===== config.mk =====
export PLATFORM = sky130hd
export DESIGN_NAME = bcd_counter4_flat
export DESIGN_NICKNAME = d
export VERILOG_FILES = /design/src/rtl/bcd_counter4_if.sv /design/src/rtl/bcd_counter4.sv /design/src/flat_wrapper.sv
export SDC_FILE = /design/constraint.sdc
export NUM_CORES = 1
export LEC_CHECK = 0
export BUFFER_PORTS_ARGS = -buffer_cell sky130_fd_sc_hd__buf_2
export CORE_MARGIN = 10
export CORE_UTILIZATION = 59
export DETAILED_ROUTE_END_ITERATION = 6
export HOLD_SLACK_MARGIN = 0.12
export PLACE_DENSITY = 0.81
export SLEW_MARGIN = 20
export SYNTH_ARGS = -nofsm -noshare
export SYNTH_HDL_FRONTEND = slang
export SYNTH_SLANG_ARGS = --single-unit
export TNS_END_PERCENT = 100

===== constraint.sdc =====
create_clock -name clk -period 2.48 [get_ports clk]
set_input_delay 0.248 -clock clk [delete_from_list [all_inputs] [get_ports clk]]
set_output_delay 0.248 -clock clk [all_outputs]
set_load 0.1 [all_outputs]

===== src/rtl/bcd_counter4_if.sv =====
// Handshake bundle for the four-digit BCD counter: control/load inputs
// travel from the master, digit/tick/wrap outputs come back from the slave.
interface bcd_counter4_if;
    logic        run;
    logic        up;
    logic        clear;
    logic        load;
    logic [15:0] load_val;
    logic [3:0]  digit0;
    logic [3:0]  digit1;
    logic [3:0]  digit2;
    logic [3:0]  digit3;
    logic        tick;
    logic        wrap;

    modport master (
        output run, up, clear, load, load_val,
        input  digit0, digit1, digit2, digit3, tick, wrap
    );

    modport slave (
        input  run, up, clear, load, load_val,
        output digit0, digit1, digit2, digit3, tick, wrap
    );
endinterface


===== src/rtl/bcd_counter4.sv =====
// Four-digit BCD up/down counter with prescaler. Digits are always legal
// BCD (loads above 9 clamp to 9); carry/borrow ripples in one cycle.
module bcd_counter4 #(
    parameter int unsigned TICK_DIV = 50000000
) (
    input  logic           clk,
    input  logic           reset,
    bcd_counter4_if.slave  bus
);

    localparam int unsigned PW = (TICK_DIV > 1) ? $clog2(TICK_DIV) : 1;
    localparam logic [PW-1:0] P_LAST = PW'(TICK_DIV - 1);

    logic [3:0][3:0] cnt_q, cnt_d;
    logic [PW-1:0]   p_q, p_d;
    logic            tick_q, tick_d;
    logic            wrap_q, wrap_d;

    logic            step;
    logic [3:0][3:0] bump;
    logic            carry;

    // Next count for a step (up or down) plus carry-out, and priority-ordered next state
    always_comb begin
        step  = bus.run && (p_q == P_LAST);
        bump  = cnt_q;
        carry = 1'b1;
        for (int unsigned i = 0; i < 4; i++) begin
            if (carry) begin
                if (bus.up) begin
                    if (bump[i] == 4'd9) begin
                        bump[i] = 4'd0;
                    end else begin
                        bump[i] = bump[i] + 4'd1;
                        carry   = 1'b0;
                    end
                end else begin
                    if (bump[i] == 4'd0) begin
                        bump[i] = 4'd9;
                    end else begin
                        bump[i] = bump[i] - 4'd1;
                        carry   = 1'b0;
                    end
                end
            end
        end

        cnt_d  = cnt_q;
        p_d    = p_q;
        tick_d = 1'b0;
        wrap_d = 1'b0;
        if (bus.clear) begin
            cnt_d = '0;
            p_d   = '0;
        end else if (bus.load) begin
            for (int unsigned i = 0; i < 4; i++) begin
                cnt_d[i] = (bus.load_val[4*i +: 4] > 4'd9) ? 4'd9 : bus.load_val[4*i +: 4];
            end
            p_d = '0;
        end else if (step) begin
            cnt_d  = bump;
            p_d    = '0;
            tick_d = 1'b1;
            wrap_d = carry;
        end else if (bus.run) begin
            p_d = p_q + 1'b1;
        end
    end

    // State registers with asynchronous reset
    always_ff @(posedge clk or posedge reset) begin
        if (reset) begin
            cnt_q  <= '0;
            p_q    <= '0;
            tick_q <= 1'b0;
            wrap_q <= 1'b0;
        end else begin
            cnt_q  <= cnt_d;
            p_q    <= p_d;
            tick_q <= tick_d;
            wrap_q <= wrap_d;
        end
    end

    assign bus.digit0 = cnt_q[0];
    assign bus.digit1 = cnt_q[1];
    assign bus.digit2 = cnt_q[2];
    assign bus.digit3 = cnt_q[3];
    assign bus.tick   = tick_q;
    assign bus.wrap   = wrap_q;

endmodule


===== src/flat_wrapper.sv =====
// flat-port wrapper written by rule: the top's interface ports become plain ports
module bcd_counter4_flat 
#(
    parameter int unsigned TICK_DIV = 50000000
)
  (clk, reset, bus_run, bus_up, bus_clear, bus_load, bus_load_val, bus_digit0, bus_digit1, bus_digit2, bus_digit3, bus_tick, bus_wrap);
  bcd_counter4_if bus_i ();
  input  logic clk;
  input  logic reset;
  input wire logic [$bits(bus_i.run)-1:0] bus_run;
  input wire logic [$bits(bus_i.up)-1:0] bus_up;
  input wire logic [$bits(bus_i.clear)-1:0] bus_clear;
  input wire logic [$bits(bus_i.load)-1:0] bus_load;
  input wire logic [$bits(bus_i.load_val)-1:0] bus_load_val;
  output wire logic [$bits(bus_i.digit0)-1:0] bus_digit0;
  output wire logic [$bits(bus_i.digit1)-1:0] bus_digit1;
  output wire logic [$bits(bus_i.digit2)-1:0] bus_digit2;
  output wire logic [$bits(bus_i.digit3)-1:0] bus_digit3;
  output wire logic [$bits(bus_i.tick)-1:0] bus_tick;
  output wire logic [$bits(bus_i.wrap)-1:0] bus_wrap;
  assign bus_i.run = bus_run;
  assign bus_i.up = bus_up;
  assign bus_i.clear = bus_clear;
  assign bus_i.load = bus_load;
  assign bus_i.load_val = bus_load_val;
  assign bus_digit0 = bus_i.digit0;
  assign bus_digit1 = bus_i.digit1;
  assign bus_digit2 = bus_i.digit2;
  assign bus_digit3 = bus_i.digit3;
  assign bus_tick = bus_i.tick;
  assign bus_wrap = bus_i.wrap;
  bcd_counter4 #(.TICK_DIV(TICK_DIV)) u_core (.clk(clk), .reset(reset), .bus(bus_i));
endmodule

# ---- Word-level counts from Yosys, hierarchy flattened
# Cells that the tools add are included.
dict set report classes {
  add_sub_neg 9
  muxes 47
  n_reduce_logical 13
  order_cmp 4
  n_eq_ne 5
}
# op n
set ops {}
lappend ops {{26-bit two-way mux} 4}
lappend ops {{4-bit two-way mux} 19}
lappend ops {{16-bit two-way mux} 3}
lappend ops {{26-bit by 1-bit adder with 26-bit output, second input constant} 1}
lappend ops {{26-bit equality test, second input constant} 1}
lappend ops {{1-bit two-way mux} 21}
lappend ops {{4-bit by 1-bit adder with 4-bit output, second input constant} 4}
lappend ops {{4-bit equality test, second input constant} 4}
lappend ops {{4-bit greater-than comparator, second input constant} 4}
lappend ops {{4-bit zero test} 4}
lappend ops {{4-bit by 1-bit subtractor with 4-bit output, second input constant} 4}
lappend ops {{3-bit nonzero test} 4}
lappend ops {{2-bit AND reduction} 3}
lappend ops {{4-bit nonzero test} 1}
lappend ops {{1-bit logical AND} 1}
dict set report word_totals {
  input_bits 22
  out_inout_bits 18
  elab_cells 85
  reg_bits 44
}

# ---- Longest topological paths before layout
# Gate-level depths: netlist (run 1).
dict set report logic_depth {
  ltp_word 9
  mapped_depth 8
}

# ---- Worst setup path after synthesis (run 1)
# Ideal clock, no wire load.
dict set report synth_timing {
  path_kind {register to register}
  from {register u_core.cnt_q, in the netlist u_core.bus.digit1[0]}
  to {register u_core.cnt_q, in the netlist u_core.bus.digit2[0]}
  synth_period_minus_slack_ns 2.686
  arrival_ns 2.552
  path_buffers 0
  required_ns 2.345
  path_slack_ns -0.206
  stages_incl_launch_ff 8
  setup_time_ns 0.135
  cell_sequence {dfrtp_1 > inv_1 > ha_1 > nor4b_1 > o2bb2a_1 > a31oi_1 > a311o_1 > a21oi_1}
}
dict set report synth_via {
  elab_chain_len 6
}
# item line
set synth_rtl {}
lappend synth_rtl {{start: declaration} bcd_counter4.sv:14} ;# logic [3:0][3:0] cnt_q, cnt_d;
lappend synth_rtl {{start signal: assignment} bcd_counter4.sv:78} ;# cnt_q <= cnt_d;
lappend synth_rtl {{4-bit equality test / 4-bit zero test (equally long branches)} {bcd_counter4.sv:31, bcd_counter4.sv:38}}
lappend synth_rtl {{1-bit two-way mux, on equally long branches} {bcd_counter4.sv:31, bcd_counter4.sv:38}}
lappend synth_rtl {{1-bit two-way mux *} bcd_counter4.sv:30} ;# if (bus.up) begin
lappend synth_rtl {{1-bit two-way mux *} bcd_counter4.sv:29} ;# if (carry) begin
lappend synth_rtl {{3-bit nonzero test (no source line) *} --}
lappend synth_rtl {{2-bit AND reduction (no source line) *} --}
# Every way passes the cells marked *; elsewhere a longest branch is shown, timed or not.
# A chain may end at the register's enable or synchronous reset.

# ---- Final worst setup path (run 1)
dict set report layout_timing {
  from {register u_core.cnt_q, in the netlist u_core.bus.digit0[0]}
  to {register u_core.cnt_q, in the netlist u_core.bus.digit2[0]}
}
# The elaborated chain is that of the path after synthesis.

==> Implementation_results.wiki, run 1 <==
{| class="wikitable"
! Metric !! Value
|-
| Router iterations before antenna repair || 5
|-
| Share of the cycle needed by the critical path after routing || 94.96%
|-
| Category of cells accounting for the largest share of critical-path delay || compound AO/OA/AOI/OAI gates
|-
| Longest Clk Path Bufs || 2
|-
| Headroom to the max-slew limit || 38.17%
|-
| Area of the mapped netlist || 3233 um2
|-
| Vias per inst || 6.163
|-
| Area after detailed placement || 3502 um2
|-
| Total overflow reported by the global router || 0
|-
| Sequential cell area || 1111 um2
|-
| Crit start category || flop
|-
| Synth top area cells || sky130_fd_sc_hd__dfrtp_1, sky130_fd_sc_hd__ha_1, sky130_fd_sc_hd__nor2_1
|-
| Cells along the critical path || inv_1 -> ha_1 -> or4b_1 -> o2bb2a_2 -> a31oi_2 -> a311o_1 -> a21oi_1
|-
| Synth-to-Final Area Change || 11.57%
|-
| CP Buf/Inv Count || 1
|-
| Fraction of the yosys area taken by sequential cells || 34.06%
|-
| Routability-driven placement congestion ratio || 0.9022
|-
| Ratio of cells with drive above 1 in the final layout || 17.81%
|-
| First-pass GRT wire length || 13580 um
|-
| Result of the run || completed
|-
| DIE WIDTH || 94.03 um
|-
| Initial Util || 62.12%
|-
| Final HPWL DP || 5943 um
|-
| Leak Pwr || 0.001531 uW
|-
| Total CTS buffers || 5
|-
| Post-synth top flop || sky130_fd_sc_hd__dfrtp_1
|-
| Post-placement worst setup slack || 0.1043 ns
|-
| Number of remaining DRC errors || 0
|-
| Start point of the worst min-delay path || bus_load_val[7]
|-
| Final net count || 460
|-
| Worst path required time || 2.70 ns
|-
| Slew Limit Fails || 0
|-
| Register-to-Register Setup Slack || 0.13 ns
|-
| Crit. path cell count || 7
|-
| Critical R2R Capture || u_core.bus.digit2[0]
|-
| Count of cell types in the netlist || 63
|-
| Top achievable clock speed || 0.4246 GHz
|-
| Critical path arrival || 2.58 ns
|-
| Cell count after synthesis || 388
|-
| Mean post-synth cell area || 8.333 um2
|-
| Maximum resistive drop on vdd || 361.7 uV
|-
| Maximum number of pins on one net before global-route repair || 28
|-
| Post-synthesis sequential element count || 44
|-
| Sink count of the clock tree || 44
|-
| Fin util || 69.30%
|-
| Number of nets still failing antenna checks after routing || 0
|-
| Via count of the first global-routing pass || 2843
|-
| Final instance area || 3607 um2
|-
| Multi-input logic area || 1979 um2
|-
| Critical R2R Launch || u_core.bus.digit0[0]
|-
| Vias post-DR || 3026
|-
| Slew at the pin with the worst max-slew slack || 0.9203 ns
|-
| Clk Latency, worst-skew pair || 0.30 ns
|-
| Worst slack on hold paths || 0.2091 ns
|-
| Number of warnings printed during yosys synthesis || 0
|-
| Count of buffers added by post-CTS timing repair for setup || 0
|-
| Worst hold path depth || 3
|-
| Number of design-rule violations left by the first detailed-router iteration || 209
|-
| Library cell contributing the largest single delay on the critical path || sky130_fd_sc_hd__or4b_1
|-
| Net count after synthesis || 427
|-
| Max H-tree Level || 2
|-
| Sum of negative setup slack || 0 ns
|-
| Share of the synthesized area in the top cell type || 34.06%
|-
| Floorplan die height || 94.03 um
|-
| Period minus WS final || 2.355 ns
|-
| Number of placement rows || 26
|-
| Endpoint with the worst hold slack || u_core.bus.digit1[3]
|-
| Area of the die || 8841 um2
|-
| All-layer global routing usage || 18.53%
|-
| Hold Fails Final Rpt || 0
|-
| Worst-case setup margin in the final layout || 0.1250 ns
|-
| Final wirelength || 8087 um
|-
| Depth of the worst register-to-register path || 7
|-
| # fillers || 431
|-
| Number of violations of the max-capacitance limit || 0
|-
| Path type of the worst setup path || reg -> reg
|-
| Hold crit path type || in -> reg
|-
| Top cells by count, synth || sky130_fd_sc_hd__dfrtp_1, sky130_fd_sc_hd__nor2_1, sky130_fd_sc_hd__nand2_1, sky130_fd_sc_hd__nand3_1, sky130_fd_sc_hd__a21oi_1
|-
| Average routed wire per standard cell || 16.47 um
|-
| Core area || 5205 um2
|-
| I/O pin cnt || 40
|-
| Power per cell area || 468.3 nW/um2
|-
| CTS root buf || sky130_fd_sc_hd__clkbuf_8
|-
| Setup Skew || 0.008797 ns
|-
| Setup violations, final || 0
|-
| Crit. End Element || flop
|-
| Number of diodes || 0
|-
| Most common cell in the netlist || sky130_fd_sc_hd__dfrtp_1
|-
| Largest fanout on the critical path || 8
|-
| Number of enable flip-flop cells after synthesis || 0
|-
| Fraction of synthesis flops using an asynchronous set or reset pin || 100.0%
|-
| Library cell occupying the most area in the post-synthesis netlist || sky130_fd_sc_hd__dfrtp_1
|-
| Clock Pin Slew Worst Setup and Hold Paths || 0.08 ns
|-
| Crit-path max cell delay || 0.49 ns
|-
| Number of buffers inserted by port buffering || 39
|-
| Initial antenna violation count || 0
|-
| TritonCTS clock tree || done
|}
-- layer usage --
| metal | up-vias | global-route usage (%) | routed length, um |
|---|---|---|---|
| li1 | 1471 | - | - |
| met1 | 1419 | 25.43 | 3690 |
| met2 | 116 | 28.23 | 3678 |
| met3 | 20 | 3.197 | 550 |
| met4 | 0 | 7.089 | 167 |
| met5 | - | 0 | 0 |
-- cell usage in the layout (no fill, tap or decap), types with 4 or more instances in the layout --
cell type / netlist / final
sky130_fd_sc_hd__a211oi_1: 7 / 7
sky130_fd_sc_hd__a31oi_1: 7 / 6
sky130_fd_sc_hd__nand4_1: 6 / 6
sky130_fd_sc_hd__dfrtp_1: 44 / 36
sky130_fd_sc_hd__xor2_1: 14 / 14
sky130_fd_sc_hd__a21oi_1: 21 / 21
sky130_fd_sc_hd__and4_1: 6 / 6
sky130_fd_sc_hd__buf_4: 1 / 9
sky130_fd_sc_hd__nand2_1: 30 / 30
sky130_fd_sc_hd__nand2b_1: 9 / 9
sky130_fd_sc_hd__and3_1: 4 / 4
sky130_fd_sc_hd__nor2_1: 38 / 38
sky130_fd_sc_hd__nor2b_1: 9 / 9
sky130_fd_sc_hd__ha_1: 17 / 17
sky130_fd_sc_hd__buf_2: 1 / 39
sky130_fd_sc_hd__dfrtp_2: 0 / 8
sky130_fd_sc_hd__clkbuf_8: 0 / 5
sky130_fd_sc_hd__nor3_1: 10 / 10
sky130_fd_sc_hd__inv_1: 20 / 19
sky130_fd_sc_hd__nand3_1: 26 / 26
sky130_fd_sc_hd__o21ai_0: 16 / 16
sky130_fd_sc_hd__nand3b_1: 7 / 7
sky130_fd_sc_hd__xnor2_1: 8 / 8
-- metrics by stage --
stage                     std cells  power [uW]
after floorplan                 388        1144
after global placement          483        1238
after detailed placement        483        1251
after CTS                       491        1692
after global routing            491        1774
final                           491        1689
-- how the worst max path moves through the flow --
stage,slack [ns],startpoint,end
global route,-0.005,u_core.bus.digit0[1],u_core.bus.digit2[0]
finish,0.13,u_core.bus.digit0[0],u_core.bus.digit2[0]
floorplan,0.04,u_core.bus.digit0[0],u_core.bus.digit2[0]
detailed placement,0.10,u_core.bus.digit0[0],u_core.bus.digit2[0]
CTS,0.06,u_core.bus.digit0[0],u_core.bus.digit2[0]
global placement,0.19,u_core.bus.digit0[0],u_core.bus.digit2[0]
-- cells by family (layout without fill, tap and decap cells) --
logic type / Yosys count / count (layout) / share of synthesized area [%]
compound gates: 87 / 87 / 17.88
xor+xnor: 22 / 22 / 5.960
fa+ha+maj: 17 / 17 / 6.579
buf+inv: 43 / 76 / 5.147
flops: 44 / 44 / 34.06
mux: 4 / 4 / 1.316
simple gates: 171 / 171 / 29.06
-- flip-flops by register name, indices dropped and copies added (netlist names) --
register           cells
u_core.bus.tick        1
u_core.bus.wrap        1
u_core.bus.digit0      4
u_core.p_q            26
u_core.bus.digit3      4
u_core.bus.digit2      4
u_core.bus.digit1      4
-- worst register-to-register path, stage by stage (launching register included) --
cell and delay, ns:
sky130_fd_sc_hd__dfrtp_2 0.46, sky130_fd_sc_hd__inv_1 0.13, sky130_fd_sc_hd__ha_1 0.24, sky130_fd_sc_hd__or4b_1 0.49, sky130_fd_sc_hd__o2bb2a_2 0.32, sky130_fd_sc_hd__a31oi_2 0.19, sky130_fd_sc_hd__a311o_1 0.32, sky130_fd_sc_hd__a21oi_1 0.14
-- layout make-up --
class / instances / area share (%)
multi-input cells: 301 / 54.87
flip-flops and latches: 44 / 30.80
repair buffers: 49 / 7.562
well taps: 70 / 2.428
inverters: 20 / 2.081
clock buffers: 5 / 1.908
clock inverters: 2 / 0.3469
-- timing repair --
action                     CTS  global route
setup endpoints to repair    0             4
hold endpoints to repair    17             0
hold buffers                 1             0
gates resized for setup      0             3
-- report_power, final --
part / total (uW) / internal (uW) / leakage [uW] / switching [uW]
registers: 785 / 739 / 0.000590 / 45.7
logic: 460 / 134 / 0.000901 / 326
clock network: 444 / 191 / 0.0000400 / 253
total: 1690 / 1060 / 0.00153 / 625
Power figures use the tool's default switching activity.
==> run 2, diff against run 1 <==
Settings changed: ABC_AREA set to 1, GPL_ROUTABILITY_DRIVEN set to 0, GPL_TIMING_DRIVEN set to 0.
==> Implementation_results.wiki, run 2 <==
{| class="wikitable"
! Metric !! Value
|-
| Net count after synthesis || 554
|-
| Most common cell in the netlist || sky130_fd_sc_hd__nand2_1
|-
| Number of buffers inserted by port buffering || 38
|-
| Floorplan die height || 95.81 um
|-
| Fraction of the yosys area taken by sequential cells || 32.47%
|-
| Largest reg by FF count || u_core.p_q
|-
| TritonCTS clock tree || done
|-
| Synth top area cells || sky130_fd_sc_hd__dfrtp_1, sky130_fd_sc_hd__nand2_1, sky130_fd_sc_hd__nand3_1
|-
| CTS root buf || sky130_fd_sc_hd__clkbuf_8
|-
| I/O pin cnt || 40
|-
| Router iterations before antenna repair || 5
|-
| Crit start category || flop
|-
| All-layer global routing usage || 19.61%
|-
| Final instance area || 3809 um2
|-
| Fraction of synthesis flops using an asynchronous set or reset pin || 100.0%
|-
| Top achievable clock speed || 0.5319 GHz
|-
| Category of cells accounting for the largest share of critical-path delay || simple AND/OR/NAND/NOR gates
|-
| Initial antenna violation count || 0
|-
| Sink count of the clock tree || 44
|-
| Library cell occupying the most area in the post-synthesis netlist || sky130_fd_sc_hd__dfrtp_1
|-
| Hold Fails Final Rpt || 0
|-
| Number of nets still failing antenna checks after routing || 0
|-
| Headroom to the max-slew limit || 65.01%
|-
| Final wirelength || 8656 um
|-
| Sequential cell area || 1101 um2
|-
| Count of cell types in the netlist || 32
|-
| DIE WIDTH || 95.81 um
|-
| Vias per inst || 5.438
|-
| Max H-tree Level || 2
|-
| Library cell contributing the largest single delay on the critical path || sky130_fd_sc_hd__dfrtp_1
|-
| Crit-path most repeated cell || sky130_fd_sc_hd__nand2_1
|-
| Number of violations of the max-capacitance limit || 0
|-
| Longest Clk Path Bufs || 2
|-
| Slew Limit Fails || 0
|-
| Crit. End Element || flop
|-
| Area of the mapped netlist || 3391 um2
|-
| Average routed wire per standard cell || 13.63 um
|-
| Number of placement rows || 27
|-
| Top library cells by usage in the layout, fill and taps aside || sky130_fd_sc_hd__nand2_1, sky130_fd_sc_hd__inv_1, sky130_fd_sc_hd__nor2_1
|-
| Power per cell area || 535.7 nW/um2
|-
| Share of the cycle needed by the critical path after routing || 75.81%
|-
| Setup Skew || 0.007458 ns
|-
| Leak Pwr || 0.001950 uW
|-
| Number of warnings printed during yosys synthesis || 0
|-
| Clock Pin Slew Worst Setup and Hold Paths || 0.09 ns
|-
| Maximum resistive drop on vdd || 349.9 uV
|-
| Period minus WS final || 1.880 ns
|-
| Result of the run || completed
|-
| Largest fanout on the critical path || 7
|-
| Setup violations, final || 0
|-
| Total overflow reported by the global router || 0
|-
| Area after detailed placement || 3691 um2
|-
| Number of design-rule violations left by the first detailed-router iteration || 208
|-
| Slew at the pin with the worst max-slew slack || 0.5248 ns
|-
| Post-synth top flop || sky130_fd_sc_hd__dfrtp_1
|-
| Worst path required time || 2.68 ns
|-
| Final HPWL DP || 6703 um
|-
| Number of remaining DRC errors || 0
|-
| CP Buf/Inv Count || 3
|-
| Top cells by count, synth || sky130_fd_sc_hd__nand2_1, sky130_fd_sc_hd__inv_1, sky130_fd_sc_hd__nor2_1, sky130_fd_sc_hd__nand3_1, sky130_fd_sc_hd__dfrtp_1
|-
| Clk Latency, worst-skew pair || 0.31 ns
|-
| Post-synthesis sequential element count || 44
|-
| Core area || 5540 um2
|-
| Total power draw || 2040 uW
|-
| Most common library cell in the layout ignoring fill and taps || sky130_fd_sc_hd__nand2_1
|-
| Share of the synthesized area in the top cell type || 32.47%
|-
| Crit-path max cell delay || 0.45 ns
|-
| Synth-to-Final Area Change || 12.32%
|-
| Area of the die || 9180 um2
|-
| Setup repair after global routing missed its margin || no
|-
| Number of diodes || 0
|-
| Vias post-DR || 3453
|-
| Multi-input logic area || 1974 um2
|-
| Cells along the critical path || inv_1 -> ha_1 -> nand2_1 -> inv_1 -> nand3_1 -> nand2_1 -> nand2_1 -> nor2_1 -> nand2_1 -> nand2_2 -> inv_1 -> nand2_1 -> nand2_1
|-
| Sum of negative setup slack || 0 ns
|-
| Total CTS buffers || 5
|-
| Initial Util || 61.20%
|-
| Number of enable flip-flop cells after synthesis || 0
|-
| Ratio of cells with drive above 1 in the final layout || 13.50%
|-
| Final net count || 601
|-
| Number of flip-flops under the largest register name || 26
|-
| Mean post-synth cell area || 6.584 um2
|-
| First-pass GRT wire length || 14750 um
|-
| Maximum number of pins on one net before global-route repair || 32
|-
| Critical path arrival || 2.08 ns
|-
| Path type of the worst setup path || reg -> reg
|-
| Cell count after synthesis || 515
|-
| Via count of the first global-routing pass || 3464
|-
| # fillers || 490
|-
| Hold crit path type || in -> reg
|}
run 2: cell types whose count changed after synthesis, sizes merged, moves of 9 or more:
| cell | previous run | this run |
|---|---|---|
| nor2 | 38 | 66 |
| o21ai | 16 | 28 |
| nand2 | 30 | 155 |
| nand4 | 6 | 16 |
| nand2b | 9 | 0 |
| nor2b | 9 | 0 |
| nand3 | 27 | 56 |
| clkbuf | 20 | 2 |
| inv | 20 | 68 |
| xor2 | 14 | 5 |
run 2: path summary, 6_finish.rpt:
| path | startpoint | to | slack [ns] | cells after the start |
|---|---|---|---|---|
| hold / removal | bus_run | u_core.p_q[0] | 0.27 | 3 |
| max in group asynchronous | reset | u_core.bus.digit1[3] | 1.56 | 4 |
| setup / recovery | u_core.bus.digit0[1] | u_core.bus.digit3[3] | 0.60 | 13 |
| min in group asynchronous | reset | u_core.p_q[2] | 0.44 | 3 |
| hold reg to reg | u_core.p_q[24] | u_core.p_q[24] | 0.55 | 2 |
| setup reg to reg | u_core.bus.digit0[1] | u_core.bus.digit3[3] | 0.60 | 13 |
run 2: cell type report:
cell class                      count  area share [%]
Timing Repair Buffer               40           5.782
Clock inverter                      2          0.9198
Buffer                             10           1.577
Sequential cell                    44           28.91
Tap cell                           72           2.365
Multi-Input combinational cell    393           51.84
Inverter                           68           6.702
Clock buffer                        6           1.905
run 2: layer usage:
| metal | vias to the layer above | share of wire [%] | track usage, % |
|---|---|---|---|
| met3 | 15 | 3.8 | 3.424 |
| met4 | 0 | 1.3 | 7.002 |
| li1 | 1739 | - | - |
| met2 | 101 | 49 | 34.14 |
| met1 | 1598 | 46 | 23.71 |
| met5 | - | 0 | 0 |
run 2: timing repair:
action | 4_1_cts | 5_1_grt
endpoints found under the hold margin | 13 | 0
gates resized for setup | 0 | 0
buffers inserted | 0 | 0
hold buffers | 1 | 0
run 2: stage by stage:
stage / setup WS, ns / utilization, % / hold WS (ns) / instances
after global routing: 0.3727 / 68.74 / 0.2641 / 635
after global placement: 0.6240 / 66.26 / 0.5151 / 625
final: 0.5999 / 68.74 / 0.2664 / 635
after floorplan: 0.2462 / - / 0.3928 / 515
after CTS: 0.6085 / 68.74 / 0.2708 / 635
after detailed placement: 0.6342 / 66.62 / 0.2337 / 626
run 2: power by group:
part | internal [uW] | switching [uW]
Sequential | 749 | 51.9
Clock | 299 | 256
Combinational | 175 | 510
Total | 1220 | 817
run 2: tightest hold or removal path, stage by stage:
cell and delay (ns):
sky130_fd_sc_hd__buf_2 0.12, sky130_fd_sc_hd__nand2_1 0.08, sky130_fd_sc_hd__o21ai_0 0.08
run 2: cell families after synthesis:
logic type | Yosys count | share of synthesized area, %
and+or+nand+nor | 309 | 40.37
buffers and inverters | 78 | 9.299
AOI/OAI and AO/OA | 56 | 8.746
DFF | 44 | 32.47
adders and majority gates | 17 | 6.273
xor gates and xnor gates | 11 | 2.841
